## config.mk

```make
export PLATFORM = sky130hd
export DESIGN_NAME = sb_mac16_acc
export DESIGN_NICKNAME = d
export VERILOG_FILES = /design/src/rtl/sb_mac16_acc.sv
export SDC_FILE = /design/constraint.sdc
export NUM_CORES = 1
export LEC_CHECK = 0
export ABC_AREA = 1
export CAP_MARGIN = 0
export CORE_MARGIN = 2
export CORE_UTILIZATION = 28
export DETAILED_ROUTE_END_ITERATION = 7
export PLACE_DENSITY = 0.49
export SYNTH_ARGS = -nofsm -noshare
export SYNTH_HDL_FRONTEND = slang
export SYNTH_SLANG_ARGS = --single-unit
```

## constraint.sdc

```tcl
create_clock -name CLK -period 3.5 [get_ports CLK]
set_input_delay 1.05 -clock CLK [delete_from_list [all_inputs] [get_ports CLK]]
set_output_delay 1.05 -clock CLK [all_outputs]
set_load 0.01 [all_outputs]
```

## src/rtl/sb_mac16_acc.sv

```systemverilog
// sb_mac16_acc -- 16x16 (or dual 8x8) multiplier feeding a chained pair of
// 16-bit adders and a 32-bit accumulator.
//
// Ports
//   CLK   : sole clock, rising edge
//   RSTN  : asynchronous active-low reset (clears accumulator and all registers)
//   CE    : clock enable for every register
//   A, B  : 16-bit multiplier operands
//   C, D  : 16-bit top / bottom adder operands
//   O     : 32-bit result, O[31:16] top half, O[15:0] bottom half
//
// Optional feature: define SB_MAC16_INPUT_REGS_EN to make A_REG/B_REG/C_REG/D_REG
// insert input registers. Without it the inputs feed the logic directly and
// those parameters are ignored.
module sb_mac16_acc #(
    parameter int C_REG                    = 0,
    parameter int A_REG                    = 0,
    parameter int B_REG                    = 0,
    parameter int D_REG                    = 0,
    parameter int TOP_8x8_MULT_REG         = 0,
    parameter int BOT_8x8_MULT_REG         = 0,
    parameter int PIPELINE_16x16_MULT_REG1 = 0,
    parameter int PIPELINE_16x16_MULT_REG2 = 0,
    parameter int MODE_8x8                 = 0,
    parameter int A_SIGNED                 = 0,
    parameter int B_SIGNED                 = 0,
    parameter int TOPADDSUB_UPPERINPUT     = 0,
    parameter int BOTADDSUB_UPPERINPUT     = 0,
    parameter int TOPADDSUB_LOWERINPUT     = 0,
    parameter int BOTADDSUB_LOWERINPUT     = 0,
    parameter int TOPADDSUB_CARRYSELECT    = 0,
    parameter int BOTADDSUB_CARRYSELECT    = 0,
    parameter int TOPOUTPUT_SELECT         = 0,
    parameter int BOTOUTPUT_SELECT         = 0
) (
    input  logic        CLK,
    input  logic        RSTN,
    input  logic        CE,
    input  logic [15:0] A,
    input  logic [15:0] B,
    input  logic [15:0] C,
    input  logic [15:0] D,
    output logic [31:0] O
);

    logic [15:0] a_in, b_in, c_in, d_in;

`ifdef SB_MAC16_INPUT_REGS_EN
    logic [15:0] a_q, b_q, c_q, d_q;

    always_ff @(posedge CLK or negedge RSTN) begin
        if (!RSTN) begin
            a_q <= '0;
            b_q <= '0;
            c_q <= '0;
            d_q <= '0;
        end else if (CE) begin
            a_q <= A;
            b_q <= B;
            c_q <= C;
            d_q <= D;
        end
    end

    assign a_in = (A_REG != 0) ? a_q : A;
    assign b_in = (B_REG != 0) ? b_q : B;
    assign c_in = (C_REG != 0) ? c_q : C;
    assign d_in = (D_REG != 0) ? d_q : D;
`else
    assign a_in = A;
    assign b_in = B;
    assign c_in = C;
    assign d_in = D;
`endif

    // Multipliers. Operands are sign/zero-extended to the product width so a
    // plain unsigned multiply truncated to that width gives the right bits
    // for any mix of signedness.
    logic        a_sx, b_sx, a_hi_sx, b_hi_sx;
    logic [31:0] p16_raw;
    logic [15:0] p_top_raw, p_bot_raw;

    assign a_sx    = (A_SIGNED != 0) && a_in[15];
    assign b_sx    = (B_SIGNED != 0) && b_in[15];
    assign a_hi_sx = a_sx;
    assign b_hi_sx = b_sx;

    assign p16_raw   = {{16{a_sx}}, a_in} * {{16{b_sx}}, b_in};
    assign p_top_raw = {{8{a_hi_sx}}, a_in[15:8]} * {{8{b_hi_sx}}, b_in[15:8]};
    // Bottom 8x8 is always unsigned: its operands are the low bytes.
    assign p_bot_raw = {8'h00, a_in[7:0]} * {8'h00, b_in[7:0]};

    // Optional product pipeline stages; unused registers are pruned.
    logic [15:0] p_top_q, p_bot_q, p_top, p_bot;
    logic [31:0] p16_q1, p16_q2, p16_s1, p16_s2, p;

    always_ff @(posedge CLK or negedge RSTN) begin
        if (!RSTN) begin
            p_top_q <= '0;
            p_bot_q <= '0;
            p16_q1  <= '0;
            p16_q2  <= '0;
        end else if (CE) begin
            p_top_q <= p_top_raw;
            p_bot_q <= p_bot_raw;
            p16_q1  <= p16_raw;
            p16_q2  <= p16_s1;
        end
    end

    assign p_top  = (TOP_8x8_MULT_REG != 0) ? p_top_q : p_top_raw;
    assign p_bot  = (BOT_8x8_MULT_REG != 0) ? p_bot_q : p_bot_raw;
    assign p16_s1 = (PIPELINE_16x16_MULT_REG1 != 0) ? p16_q1 : p16_raw;
    assign p16_s2 = (PIPELINE_16x16_MULT_REG2 != 0) ? p16_q2 : p16_s1;
    assign p      = (MODE_8x8 != 0) ? {p_top, p_bot} : p16_s2;

    // Adders: bottom first, its carry/sign can feed the top for a 32-bit add.
    logic [31:0] q;
    logic [15:0] bot_up, bot_lo, top_up, top_lo, top_sum;
    logic [16:0] bot_sum;
    logic        bot_ci, top_ci;

    assign bot_up = (BOTADDSUB_UPPERINPUT != 0) ? d_in : q[15:0];
    assign top_up = (TOPADDSUB_UPPERINPUT != 0) ? c_in : q[31:16];

    always_comb begin
        bot_lo = {16{b_in[15]}};
        case (BOTADDSUB_LOWERINPUT)
            0:       bot_lo = b_in;
            1:       bot_lo = p_bot;
            2:       bot_lo = p[15:0];
            default: bot_lo = {16{b_in[15]}};
        endcase
    end

    assign bot_ci  = (BOTADDSUB_CARRYSELECT == 1);
    assign bot_sum = {1'b0, bot_up} + {1'b0, bot_lo} + {16'h0000, bot_ci};

    always_comb begin
        top_lo = {16{bot_sum[15]}};
        case (TOPADDSUB_LOWERINPUT)
            0:       top_lo = a_in;
            1:       top_lo = p_top;
            2:       top_lo = p[31:16];
            default: top_lo = {16{bot_sum[15]}};
        endcase
    end

    always_comb begin
        top_ci = 1'b0;
        case (TOPADDSUB_CARRYSELECT)
            1:       top_ci = 1'b1;
            3:       top_ci = bot_sum[16];
            default: top_ci = 1'b0;
        endcase
    end

    assign top_sum = top_up + top_lo + {15'h0000, top_ci};

    always_ff @(posedge CLK or negedge RSTN) begin
        if (!RSTN)   q <= '0;
        else if (CE) q <= {top_sum, bot_sum[15:0]};
    end

    always_comb begin
        O[31:16] = top_sum;
        case (TOPOUTPUT_SELECT)
            0:       O[31:16] = top_sum;
            1:       O[31:16] = q[31:16];
            2:       O[31:16] = p_top;
            default: O[31:16] = p[31:16];
        endcase
        O[15:0] = bot_sum[15:0];
        case (BOTOUTPUT_SELECT)
            0:       O[15:0] = bot_sum[15:0];
            1:       O[15:0] = q[15:0];
            2:       O[15:0] = p_bot;
            default: O[15:0] = p[15:0];
        endcase
    end

endmodule

```

==> results of run 1 <==
-- worst reg2reg max path: cells and delay by family, from the launching register on --
kind,cells,cell delay [ns]
DFF,1,0.41
buffers and inverters,12,1.39
adders and majority gates,2,0.54
and+or+nand+nor,7,0.65
-- where the power goes --
group | internal (µW) | switching [µW]
Clock | 161 | 160
Sequential | 552 | 193
Combinational | 2260 | 2140
-- through the flow --
stage | hold slack, ns | std cells | TNS, ns | total power, µW
2_1_floorplan | 0.446 | 489 | 0 | 2440
3_3_place_gp | 0.458 | 730 | -21.31 | 3870
3_5_place_dp | 0.470 | 730 | -21.32 | 3900
4_1_cts | 0.511 | 772 | -0.227 | 4950
5_1_grt | 0.529 | 776 | -0.613 | 5960
6_report | 0.509 | 776 | -0.123 | 5460
-- cell families (layout without fill, tap and decap cells) --
| logic type | count (synthesis) | after routing |
|---|---|---|
| simple gates | 317 | 317 |
| buf+inv | 77 | 224 |
| fa+ha+maj | 32 | 32 |
| flops | 32 | 32 |
| compound gates | 16 | 16 |
| xor+xnor | 15 | 15 |
-- cell type report --
| class | instances | area [µm²] |
|---|---|---|
| fill | 1076 | 5400 |
| multi-input combinational | 380 | 2890 |
| timing repair buffer | 146 | 1120 |
| sequential | 32 | 801 |
| inverter | 70 | 263 |
| tap | 140 | 175 |
| clock buffer | 8 | 90.1 |
-- worst min path at each step --
stage	start	end	slack [ns]	cells after the start
final	q[31]	q[31]	0.51	2
after global routing	q[15]	q[15]	0.53	2
after CTS	q[15]	q[15]	0.51	2
after detailed placement	q[0]	q[0]	0.47	2
after global placement	q[0]	q[0]	0.46	2
after floorplan	q[0]	q[0]	0.45	2
-- per-layer routing --
layer | vias to the layer above | share of wire, % | wire, µm
met5 | - | 0 | 0
met4 | 0 | 1.3 | 130
met3 | 10 | 4.0 | 391
met2 | 60 | 52 | 5060
met1 | 1611 | 43 | 4250
li1 | 1778 | - | -
-- layout by cell type (no fill, tap or decap), types with 10 or more instances in the layout --
cell type	count
and2_4	10
buf_2	18
buf_4	73
buf_6	15
clkbuf_2	15
dfrtp_1	32
dlygate4sd2_1	10
ha_4	30
inv_1	60
inv_2	10
nand2_1	158
nand2_2	59
nand2_4	16
nand3_1	18
nand3_2	11
nor2_1	13
-- timing repair --
action	in CTS	in global routing
buffers inserted	34	4
pin swaps	62	78
endpoints found under the setup margin	30	26
hold buffers	0	0
gates resized for setup	261	121
==> results.toml, run 1 <==
[run_status]
outcome = "complete, but fails checks"
violations = "negative setup slack"

[layout]
antenna_cells = 0
reg_top3 = "q x32"
nets = 734
area_delta_synth_final_pct = 75.0
regMostFlops = "q"
largest_reg_flops = 32
final_cell_area_um2 = 5350
post-route-util_pct = 49.7
drive_above_1_share_pct = 47.5

[sta]
post-route-period-util_pct = 101
postLayoutSetupSlackWorst_ns = -0.0373
setup_viol = 5
grt_setup_unrepaired = "yes"
finalMaxSlewViolations = 0
fmax_ghz = 0.283
worst_slew_pin_slew_ns = 1.17
relSlewSlack_pct = 22.0
finClkSkew_ns = 0.00698
hold_violations = 0
fin_crit_ns = 3.54

[setup_path]
rr_startpoint = "q[16]"
worst_ep_required_time_ns = 2.45
crit_fanout = 3
cp.arrival_ns = 2.49
regToRegSetupSlack_ns = 0.43
crit_top_cell = "nand2_1"
worst-path-buf-inv = 2
cp-startpoint = "B[0]"
rr_endpoint = "q[28]"
crit_path_cell_trace = "buf_6, ha_4, fa_2, nand2_1, nand2_1, nand3b_1, nand2_2, nand2_2, nand2_1, nand2_1, and2_1, buf_2"
slowest_delay_ns = 0.41
r2r_cells = 21
endpoint = "O[14]"
critical_path_class = "primary input to primary output"
startpoint_type = "primary input"
critPathTopFamily = "simple AND/OR/NAND/NOR gates"
worstSetupEndpointType = "primary output"
cp_num_cells = 12
cp_slowest_cell = "fa_2"

[global_route]
grt_usage_pct = 17.0
antenna_found_initial = 1
grt_start_max_net_pins = 33
use_met2_pct = 31.7
grt_pass1_wl_um = 16000
grt-ovfl-total = 0
grtUsageMet3_pct = 3.32
grt_busiest_layer = "met2"
met1_usage_pct = 19.9
grt_pass1_vias = 3553

[yosys]
synth_top_family_by_area = "simple AND/OR/NAND/NOR gates"
synth_compound_area_share_pct = 2.62
async_flop_share_pct = 100
synth.cell_area_um2 = 3050
ys_top_cells_by_area = "nand2_1 28%, dfrtp_1 26%, ha_1 12%, inv_1 8.6%, nand3_1 4.8%"
synth_simple_gate_area_share_pct = 43.7
ys_seq_area_share_pct = 26.2
ys_top_cells_by_count = "230 x nand2_1, 70 x inv_1, 32 x dfrtp_1"
synthAdderAreaFrac_pct = 13.6
muxShareOfSynthArea_pct = 0
synth_top_flop_cell = "dfrtp_1"
syn_avg_cell_area_um2 = 6.25
synthesis.nets = 588
synth_cell_types = 22
synth.most_common_cell = "nand2_1"
synth_area_leader_cell = "nand2_1"
synth_top_area_share_pct = 28.3
synth_warnings = 0
synthCells = 489
ys_seq_elements = 32
synth-xor-area-share_pct = 4.30
synth-edff-count = 0

[die]
coreArea_um2 = 10700
rows = 38
start_util_pct = 28.4
fp.dieH_um = 108
io-pin-count = 99
die_w_um = 108
fp.dieArea_um2 = 11800

[placement]
place_congestion = 0.800
hpwl_um = 6380
place_ws_ns = -0.915
place_area_um2 = 4180
portBuffers = 66

[drt]
viasPerCell = 4.46
dr.first_iter.drc_count = 76
wl_per_cell_um = 12.7
drc = 0
routed_wl_um = 9830
drtAntennaViolNets = 0
vias = 3459
drt_first_pass_iters = 4

[power_and_ir_drop]
ir_drop_mv = 0.457
pwr_density_cell_nw_per_um2 = 1020
p_leak_uw = 0.00280

[clock_network]
cts_max_level = 2
cts-buffers-inserted = 5
cts.sinks = 32
cts_buffer_depth = 2
clk_latency_ns = 0.28
clkTransAtPathRegs_ns = 0.08
root_buffer = "clkbuf_8"
cts_tree = "built"

[flow_run]
drv_cap = 0

[worst_hold_path]
min_path_type = "flip-flop to flip-flop"
Note: power is estimated with default switching activity, not from simulation.
==> run 2: changes to the inputs <==
--- a/config.mk
+++ b/config.mk
@@ -9,7 +9,9 @@
 export CAP_MARGIN = 0
 export CORE_MARGIN = 2
 export CORE_UTILIZATION = 28
+export CTS_BUF_LIST = sky130_fd_sc_hd__clkbuf_8
 export DETAILED_ROUTE_END_ITERATION = 7
+export GPL_ROUTABILITY_DRIVEN = 0
 export PLACE_DENSITY = 0.49
 export SYNTH_ARGS = -nofsm -noshare
 export SYNTH_HDL_FRONTEND = slang
==> results.toml, run 2 (synthesis gave the netlist of run 1 again) <==
[layout]
antenna_cells = 0
largest_reg_flops = 32
most-common-layout-cells = "158 x nand2_1, 73 x buf_4, 62 x inv_1"
area_delta_synth_final_pct = 75.0
nets = 734
drive_above_1_share_pct = 47.5
final_cell_area_um2 = 5350
fillers = 1076
final_cells = 776
reg_top3 = "q x32"
mostFrequentLayoutCell = "nand2_1"
regMostFlops = "q"

[setup_path]
regToRegSetupSlack_ns = 0.43
cp-startpoint = "B[0]"
critical_path_class = "primary input to primary output"
r2r_cells = 21
rr_endpoint = "q[28]"
worst_ep_required_time_ns = 2.45
rr_startpoint = "q[16]"
crit_fanout = 3
startpoint_type = "primary input"
cp.arrival_ns = 2.49
worstSetupEndpointType = "primary output"

[flow_run]
drv_cap = 0

[power_and_ir_drop]
pwr_density_cell_nw_per_um2 = 1020
p_leak_uw = 0.00281
ir_drop_mv = 0.457

[drt]
drt_first_pass_iters = 4
routed_wl_um = 9830
viasPerCell = 4.45
vias = 3456
drc = 0
wl_per_cell_um = 12.7
drtAntennaViolNets = 0
dr.first_iter.drc_count = 76

[clock_network]
root_buffer = "clkbuf_8"
cts_max_level = 2
cts_tree = "built"
clk_latency_ns = 0.28
cts_buffer_depth = 2
cts-buffers-inserted = 5
cts.sinks = 32
clkTransAtPathRegs_ns = 0.08

[global_route]
grt_usage_pct = 17.0
grt_busiest_layer = "met2"
use_met2_pct = 31.7
grt_pass1_wl_um = 16000
grt_start_max_net_pins = 33
met1_usage_pct = 19.9
antenna_found_initial = 1
grtUsageMet3_pct = 3.32
grt_pass1_vias = 3553
grt-ovfl-total = 0

[placement]
place_area_um2 = 4180
hpwl_um = 6380
portBuffers = 66
place_inst = 730
place_ws_ns = -0.915

[sta]
grt_setup_unrepaired = "yes"
setup_tns_ns = -0.123
postLayoutSetupSlackWorst_ns = -0.0373
finalMaxSlewViolations = 0
fmax_ghz = 0.283
worst_slew_pin_slew_ns = 1.17
relSlewSlack_pct = 22.0
post-route-period-util_pct = 101
whs_ns = 0.509
setup_viol = 5
hold_violations = 0
finClkSkew_ns = 0.00711
fin_crit_ns = 3.54

[worst_hold_path]
hold_path_end = "q[31]"
worstHoldPathCells = 2
worstHoldStart = "q[31]"
min_path_type = "flip-flop to flip-flop"

[die]
start_util_pct = 28.4
die_w_um = 108
coreArea_um2 = 10700
fp.dieArea_um2 = 11800
rows = 38
fp.dieH_um = 108
io-pin-count = 99

[run_status]
violations = "negative setup slack"
outcome = "complete, but fails checks"
-- run 2: area by class of cell --
class                      count  area, µm²  share of cell area (%)
clock buffer                   6       82.6                    1.54
clock inverter                 2       7.51                   0.140
inverter                      70        263                    4.92
multi-input combinational    380       2890                    54.1
sequential                    32        801                    15.0
tap                          140        175                    3.28
timing repair buffer         146       1120                    21.0
-- run 2: worst max-delay path by stage --
stage | slack [ns] | to
after floorplan | 0.16 | O[12]
after global placement | -0.91 | O[14]
after detailed placement | -0.92 | O[14]
after CTS | -0.05 | O[24]
after global routing | -0.14 | O[14]
final | -0.04 | O[14]
-- run 2: what timing repair did --
item | in CTS | in global routing
hold endpoints to repair | 0 | 0
setup endpoints to repair | 30 | 26
buffers inserted | 34 | 4
resized for setup | 261 | 121
pin swaps | 62 | 78
cloned | 0 | 0
hold buffers | 0 | 0
-- run 2: metal layers --
metal / routed length, µm / vias up
met1: 4250 / 1610
met2: 5060 / 58
met4: 130 / 0
met5: 0 / -
met3: 387 / 10
li1: - / 1778
-- run 2: worst max-delay path, stage by stage --
cell and delay (ns):
buf_6 0.09, ha_4 0.16, fa_2 0.41, nand2_1 0.07, nand2_1 0.05, nand3b_1 0.09
nand2_2 0.10, nand2_2 0.09, nand2_1 0.05, nand2_1 0.08, and2_1 0.13, buf_2 0.13
-- run 2: stage by stage --
step                      total power (µW)  utilization [%]
final                                 5460             49.7
after global routing                  5950             49.7
after CTS                             4950             47.0
after detailed placement              3900             38.9
after global placement                3870             38.9
after floorplan                       2440                -
-- run 2: power breakdown --
| part | leakage, µW | total (µW) | switching [µW] | internal [µW] |
|---|---|---|---|---|
| Combinational | 0.00237 | 4400 | 2140 | 2260 |
| Sequential | 0.000387 | 744 | 193 | 552 |
| Clock | 0.0000538 | 316 | 161 | 155 |
==> run 3: changes to the inputs <==
--- a/config.mk
+++ b/config.mk
@@ -7,7 +7,7 @@
 export LEC_CHECK = 0
 export ABC_AREA = 1
 export CAP_MARGIN = 0
-export CORE_MARGIN = 2
+export CORE_MARGIN = 3
 export CORE_UTILIZATION = 28
 export CTS_BUF_LIST = sky130_fd_sc_hd__clkbuf_8
 export DETAILED_ROUTE_END_ITERATION = 7
==> results.toml, run 3 (synthesis gave the netlist of run 1 again) <==
[global_route]
grt_usage_pct = 16.1
antenna_found_initial = 0
grt_start_max_net_pins = 33
grt-ovfl-total = 0
grt_pass1_vias = 3511
grt_pass1_wl_um = 16600

[drt]
dr.first_iter.drc_count = 79
viasPerCell = 4.40
vias = 3389
wl_per_cell_um = 12.6
drtAntennaViolNets = 0
drc = 0
routed_wl_um = 9690
drt_first_pass_iters = 4

[clock_network]
root_buffer = "clkbuf_8"
cts_max_level = 2
cts-buffers-inserted = 5
clkTransAtPathRegs_ns = 0.08
clk_latency_ns = 0.29
cts_buffer_depth = 2
cts.sinks = 32
hold_buffers = 0
cts_tree = "built"

[worst_hold_path]
min_path_type = "flip-flop to flip-flop"

[die]
io-pin-count = 99
die_w_um = 110
fp.dieArea_um2 = 12200
fp.dieH_um = 110
start_util_pct = 29.2
coreArea_um2 = 10500
rows = 37

[layout]
reg_top3 = "q x32"
regMostFlops = "q"
antenna_cells = 0
mostFrequentLayoutCell = "nand2_1"
area_delta_synth_final_pct = 72.9
multi_input_area_um2 = 2810
drive_above_1_share_pct = 45.9
regArea_um2 = 801
post-route-util_pct = 50.5
most-common-layout-cells = "170 x nand2_1, 63 x buf_4, 60 x inv_1"
fillers = 1077
nets = 732
largest_reg_flops = 32

[placement]
place_ws_ns = -0.899
hpwl_um = 6450
portBuffers = 66

[sta]
hold_violations = 0
post-route-period-util_pct = 103
finalMaxSlewViolations = 0
finClkSkew_ns = 0.0126
whs_ns = 0.505
postLayoutSetupSlackWorst_ns = -0.0903
fmax_ghz = 0.279
worst_slew_pin_slew_ns = 0.472
fin_crit_ns = 3.59
setup_viol = 9
grt_setup_unrepaired = "yes"
relSlewSlack_pct = 68.5
setup_tns_ns = -0.504

[setup_path]
cp.arrival_ns = 2.54
crit_fanout = 3
crit_path_cell_trace = "buf_6, ha_4, fa_2, buf_4, nand3_2, nand2_2, nand2_2, nand2_4, nand2_4, nand2_1, nand2_1, and2_4, buf_6"
cp_slowest_cell = "fa_2"
worst-path-buf-inv = 3
worstSetupEndpointType = "primary output"
startpoint_type = "primary input"
slowest_delay_ns = 0.40
critPathTopFamily = "simple AND/OR/NAND/NOR gates"
worst_ep_required_time_ns = 2.45
critical_path_class = "primary input to primary output"

[power_and_ir_drop]
p_leak_uw = 0.00275
pwr_density_cell_nw_per_um2 = 1020
ir_drop_mv = 0.557
power_uw = 5390

[flow_run]
drv_cap = 0

[run_status]
violations = "negative setup slack"
outcome = "complete, but fails checks"
-- run 3: cell types whose count changed in the layout (fill, tap and decap cells not counted), moves of 3 or more --
cell | before | now
nor3_4 | 3 | 0
buf_6 | 15 | 22
nor2_1 | 13 | 16
nand2_1 | 158 | 170
nor3_2 | 3 | 6
a21oi_1 | 6 | 3
a21oi_2 | 9 | 13
nand2_4 | 16 | 11
buf_4 | 73 | 63
nand2_2 | 59 | 52
-- run 3: cell type report --
| class | count | area share (%) |
|---|---|---|
| Timing Repair Buffer | 144 | 21.4 |
| Clock inverter | 3 | 0.735 |
| Clock buffer | 5 | 1.30 |
| Multi-Input combinational cell | 380 | 53.2 |
| Inverter | 70 | 4.98 |
| Tap cell | 136 | 3.22 |
| Sequential cell | 32 | 15.2 |
-- run 3: metrics by stage --
| step | std cells | cell area (µm²) |
|---|---|---|
| global route | 770 | 5280 |
| finish | 770 | 5280 |
| global placement | 731 | 4210 |
| floorplan | 489 | 3050 |
| CTS | 765 | 5110 |
| detailed placement | 731 | 4210 |
-- run 3: final timing paths --
path	start	end	slack (ns)	cells past startpoint
max	B[0]	O[12]	-0.09	13
min	q[15]	q[15]	0.51	2
max reg2reg	q[16]	q[28]	0.46	21
min reg2reg	q[15]	q[15]	0.51	2
max in group asynchronous	RSTN	q[25]	1.97	2
min in group asynchronous	RSTN	q[17]	1.19	2
-- run 3: tightest hold or removal path, delay by kind of cell, from the launching register on --
kind	cells	cell delay [ns]
flip-flops	1	0.37
AND/OR/NAND/NOR	2	0.11
-- run 3: power by group --
group	switching, µW	total, µW	internal, µW	leakage, µW
Sequential	194	746	552	0.000387
Clock	158	367	209	0.0000593
Combinational	2060	4270	2220	0.00230
Total	2410	5390	2980	0.00275
-- run 3: what timing repair did --
action / in CTS / in global routing
endpoints found under the setup margin: 30 / 25
hold endpoints to repair: 0 / 0
pin swaps: 67 / 70
setup buffers: 26 / 7
resized for setup: 281 / 87
-- run 3: layer usage --
metal / GRT usage, % / vias to the layer above / wire (µm)
met5: 0 / - / 0
met4: 3.53 / 0 / 100
met2: 29.0 / 48 / 4890
met1: 20.0 / 1564 / 4390
met3: 2.68 / 6 / 307
li1: - / 1771 / -
